File: config.mk
export PLATFORM = sky130hd
export DESIGN_NAME = ifetch_unit
export DESIGN_NICKNAME = d
export VERILOG_FILES = /design/src/rtl/ifetch_unit.sv
export SDC_FILE = /design/constraint.sdc
export NUM_CORES = 1
export LEC_CHECK = 0
export BUFFER_PORTS_ARGS = -buffer_cell sky130_fd_sc_hd__buf_4
export CAP_MARGIN = 10
export CORE_ASPECT_RATIO = 2
export CORE_UTILIZATION = 35
export CTS_CLUSTER_DIAMETER = 100
export DETAILED_ROUTE_END_ITERATION = 8
export HOLD_SLACK_MARGIN = 0.02
export SLEW_MARGIN = 10
export SYNTH_ARGS = -nofsm -noshare
export SYNTH_HDL_FRONTEND = slang
export SYNTH_SLANG_ARGS = --single-unit
File: constraint.sdc
create_clock -name clk -period 5.2 [get_ports clk]
set_input_delay 0 -clock clk [delete_from_list [all_inputs] [get_ports clk]]
set_output_delay 0 -clock clk [all_outputs]
set_load 0.05 [all_outputs]
File: src/rtl/ifetch_unit.sv
// ---------------------------------------------------------------------------
// ifetch_unit
//
// Instruction fetch stage of the single-cycle MIPS core, sitting directly
// upstream of the control decoder. It holds the PC and fetches one word at a
// time from instruction memory over a req/ack handshake. It presents that
// word to the decoder until execute retires it, and then advances the PC
// using the decoder's NPCOp.
//
// Parameters:
//   RESET_PC    PC loaded on reset (bits [1:0] must be 00)
//
// Ports:
//   clk         clock, all state changes on the rising edge
//   rst         synchronous active-high reset
//   NPCOp       next-PC op from the decoder (00 PLUS4, 01 BRANCH, 10 JUMP,
//               11 treated as PLUS4); only looked at on the retire cycle
//   im_req      instruction-memory read request
//   im_addr     fetch address (pc with [1:0] forced to 00)
//   im_ack      memory has im_rdata valid this cycle
//   im_rdata    instruction word from memory
//   instr       registered instruction (Op = [31:26], Funct = [5:0])
//   instr_valid instr holds a fetched, not yet retired instruction
//   exec_ready  execute retires instr this cycle
//   pc          address of the current / in-flight instruction
//   pc_plus4    pc + 4
//   retire_cnt  number of retired instructions (wraps)
// ---------------------------------------------------------------------------
module ifetch_unit #(
    parameter logic [31:0] RESET_PC = 32'h0000_0000
) (
    input  logic        clk,
    input  logic        rst,
    input  logic [1:0]  NPCOp,
    output logic        im_req,
    output logic [31:0] im_addr,
    input  logic        im_ack,
    input  logic [31:0] im_rdata,
    output logic [31:0] instr,
    output logic        instr_valid,
    input  logic        exec_ready,
    output logic [31:0] pc,
    output logic [31:0] pc_plus4,
    output logic [31:0] retire_cnt
);

    typedef enum logic [1:0] {
        ST_RESET = 2'd0,
        ST_FETCH = 2'd1,
        ST_HOLD  = 2'd2
    } state_t;

    state_t      state;
    state_t      state_next;
    logic        fetch_done;
    logic        retire;
    logic [31:0] branch_off;
    logic [31:0] next_pc;

    // A fetch only completes while a request is outstanding, so acks seen in
    // RESET or HOLD are simply dropped. Likewise exec_ready only matters once
    // a valid instruction is being held.
    assign fetch_done = (state == ST_FETCH) && im_ack;
    assign retire     = (state == ST_HOLD) && instr_valid && exec_ready;

    assign pc_plus4   = pc + 32'd4;
    assign branch_off = {{14{instr[15]}}, instr[15:0], 2'b00};
    assign im_addr    = {pc[31:2], 2'b00};

    // Next-PC selection from the decoder's NPCOp. The reserved encoding falls
    // through to sequential fetch. All arithmetic wraps modulo 2^32.
    always_comb begin
        next_pc = pc_plus4;
        case (NPCOp)
            2'b01:   next_pc = pc_plus4 + branch_off;
            2'b10:   next_pc = {pc_plus4[31:28], instr[25:0], 2'b00};
            default: next_pc = pc_plus4;
        endcase
    end

    // State register. Reset always returns to ST_RESET, which also aborts
    // any request that was in flight.
    always_ff @(posedge clk) begin
        if (rst) begin
            state <= ST_RESET;
        end else begin
            state <= state_next;
        end
    end

    // Next-state and request logic. The request is a pure function of the
    // state, so im_req drops the cycle after an ack and rises again the cycle
    // after a retire.
    always_comb begin
        state_next = state;
        im_req     = 1'b0;
        case (state)
            ST_RESET: begin
                state_next = ST_FETCH;
            end
            ST_FETCH: begin
                im_req = 1'b1;
                if (im_ack) begin
                    state_next = ST_HOLD;
                end
            end
            ST_HOLD: begin
                if (retire) begin
                    state_next = ST_FETCH;
                end
            end
            default: begin
                state_next = ST_RESET;
            end
        endcase
    end

    // Datapath registers. instr is only written on a completed fetch, which
    // can only happen while instr_valid is low, so a held instruction is
    // never overwritten. pc only moves on retire, which keeps im_addr stable
    // for the whole fetch.
    always_ff @(posedge clk) begin
        if (rst) begin
            pc          <= RESET_PC;
            instr       <= 32'h0000_0000;
            instr_valid <= 1'b0;
            retire_cnt  <= 32'h0000_0000;
        end else begin
            if (fetch_done) begin
                instr       <= im_rdata;
                instr_valid <= 1'b1;
            end
            if (retire) begin
                pc          <= next_pc;
                instr_valid <= 1'b0;
                retire_cnt  <= retire_cnt + 32'd1;
            end
        end
    end

endmodule

==> flow_summary.yaml <==
outcome:
  status: "completed"
routing:
  avgRoutedWirePerCell_um: 18.6
  ant_nets: 0
  drt_iter0_drc: 316
  via_per_inst: 5.42
  remaining_drc_errors: 0
  dr.pass1.iters: 5
  vias: 7102
  wl_um: 24400
floorplanning:
  dieWidth_um: 100
  fp-row-count: 71
  core-area_um2: 18800
  start_util: 0.357
  fp.dieH_um: 198
  dieArea_um2: 19800
  io_pins: 200
place:
  gp_congestion: 0.928
  dp_slack_ns: 0.945
  dp_hpwl_um: 18200
  numPortBuffers: 193
finish:
  area_growth_pct: 30.8
  regArea_um2: 1940
  multi_input_area_um2: 4330
  fill_cells: 1960
  postLayoutCoreUtil: 0.468
  drive_gt1_frac: 0.233
  antenna_cells: 0
  fin_nets: 1131
cts:
  insertion_delay_ns: 0.37
  clock-root-buffer: "clkbuf_16"
  h-tree-depth: 3
  clock-sinks: 97
  clkSlewWorstSetupHoldPaths_ns: 0.08
  clk_path_buf_depth: 2
  cts_buffers: 9
  cts_tree: "done"
synthesis:
  synth_async_sr_flop_share: 0
  syn_inst: 873
  syn_area_per_cell_um2: 7.71
  syn-cell-area_um2: 6730
  synth_edf_count: 0
  yosysUniqueCellTypes: 72
  ys_ff_latch: 97
  synth_flop_cell: "dfxtp_1"
  synth_warnings: 0
  ys_seq_area_frac: 0.289
power:
  power_density_nw_per_um2: 200
  leakage_nw: 3.87
  p_total_mw: 1.76
  ir_worst_vdd_v: 0.000127
flow_run:
  max-cap-violations: 0
timing:
  worst_hold_slack_ns: 0.0651
  fmax_mhz: 231
  period_needed_ns: 4.33
  min_period_over_period: 0.832
  worstMarginPinSlew_ns: 0.742
  setup_viol: 0
  tns_ns: 0
  rsz0062_at_grt: "false"
  post-route-worst-setup-slack_ns: 0.874
  finalClockSkew_ns: 0.0139
  finalMaxSlewViolations: 0
  slew_headroom: 0.505
  final_hold_viol_count: 0
worst_setup_path:
  worst_r2r_path_depth: 15
  slowest_delay_ns: 0.53
  crit_path_start_kind: "flop"
  cp_max_fo: 9
  timing.critical_path.buf_inv: 0
  cp_cell_sequence: "ha_1 > nand4_1 > nor2_1 > nand2_1 > xnor2_1 > ha_1 > a21o_1 > a21o_1 > a21oi_2 > o21ai_0 > a211o_1 > a21oi_2 > nor2_1 > or3_1 > a41oi_1"
  critical_path_required_ns: 5.48
  cp.arrival_ns: 4.61
  crit_cells: 15
  cp_top_family: "compound AO/OA/AOI/OAI gates"
  critPathSlowestCell: "dfxtp_1"
  setup.worst_path.class: "flop to flop"
  worst_setup_path_end_kind: "flop"
global_routing:
  grt-ovfl-total: 0
  grt_pass1_vias: 6875
  grt_pass1_wl_um: 37300
  grt_max_degree: 59
  antenna_found_initial: 0
  gr-usage-all-layers: 0.246
min_path:
  hold_path_depth: 2
  min_path_type: "input pin to flop"
-- Yosys cell counts (3+ instances only) --
master     count  area share
nand2_1      143       0.080
dfxtp_1       97        0.29
a21oi_1       86       0.064
nor2_1        68       0.038
xnor2_1       50       0.065
ha_1          40       0.074
buf_4         36       0.040
o21ai_0       31       0.023
clkbuf_1      30       0.017
nand3_1       27       0.020
xor2_1        24       0.031
and3_1        16       0.015
nor3_1        16       0.012
a21o_1        14       0.016
inv_1         14      0.0078
or3_1         12       0.011
a22oi_1       10       0.011
nor2b_1       10      0.0093
a221oi_1       9       0.012
nand4_1        9      0.0084
o22ai_1        9      0.0084
a31oi_1        8      0.0074
o21a_1         7      0.0078
o21ai_1        7      0.0052
buf_1          5      0.0028
mux2i_1        5      0.0074
o211a_1        5      0.0074
and2_1         4      0.0037
and4_1         4      0.0052
nand2b_1       4      0.0037
nand3b_1       4      0.0045
o211ai_1       4      0.0045
a211oi_1       3      0.0033
a21oi_2        3      0.0039
nand4_2        3      0.0056
nor3_2         3      0.0045
o2111ai_1      3      0.0039
o31ai_1        3      0.0033
or2_2          3      0.0028
-- routing by layer --
metal,share of wire,wire (um),GRT usage
met1,0.36,8700,0.250
met2,0.54,13200,0.463
met3,0.039,946,0.0265
met4,0.065,1590,0.165
met5,0,0,0
-- cells in the final DEF, fill, tap and decap left out, drive strengths merged, types with 6 or more instances in the layout --
cell	netlist	final
and4	6	6
dlygate4sd3	0	34
a22oi	10	10
o21ai	39	39
nand2	143	143
clkbuf	30	10
nor3	19	19
a21o	14	14
ha	40	40
o22ai	9	9
a21oi	89	89
xor2	24	24
or3	12	12
inv	15	17
a31oi	8	8
nand4	12	12
nand3	28	28
buf	44	203
nor2	68	68
and3	16	16
dfxtp	97	97
xnor2	50	50
a221oi	9	9
conb	1	6
o21a	7	7
nor2b	10	10
-- path summary, 6_finish.rpt --
kind,slack [ns],from,end
max reg2reg,0.87,pc[2],pc[29]
max,0.87,pc[2],pc[29]
min,0.07,rst,retire_cnt[9]
min reg2reg,0.46,instr[29],instr[29]
-- metrics by stage --
step	cells	area [um^2]
after detailed placement	1262	8170
after global routing	1311	8800
final	1311	8800
after floorplan	878	6750
after global placement	1262	8170
after CTS	1311	8800
-- registers in the layout (all words and copies together) (netlist names) --
name         count
instr_valid      1
state            2
instr           32
retire_cnt      32
pc              30
-- cell type report --
| type | count | share of cell area |
|---|---|---|
| Clock inverter | 5 | 0.00711 |
| Inverter | 15 | 0.00639 |
| Timing Repair Buffer | 237 | 0.212 |
| Tap cell | 255 | 0.0362 |
| Multi-Input combinational cell | 692 | 0.492 |
| Clock buffer | 10 | 0.0260 |
| Sequential cell | 97 | 0.221 |
-- logic make-up after synthesis --
family / count (synthesis) / synth area share
AO/OA/AOI/OAI: 227 / 0.216
adder cells (fa/ha/maj): 41 / 0.0774
multiplexers: 5 / 0.00744
flip-flops: 97 / 0.289
buffers and inverters: 89 / 0.0712
AND/OR/NAND/NOR: 339 / 0.242
XOR/XNOR: 74 / 0.0963
other: 1 / 0.000557
-- repair_timing --
action | 4_1_cts | 5_1_grt
setup buffers | 0 | 0
endpoints found under the hold margin | 34 | 0
hold buffers | 34 | 0
gates resized for setup | 0 | 0
-- where the power goes --
group / switching [mW] / internal, mW
clock network: 0.325 / 0.375
logic: 0.187 / 0.0989
registers: 0.0200 / 0.757
total: 0.532 / 1.23
(Power assumes the default switching activity.)
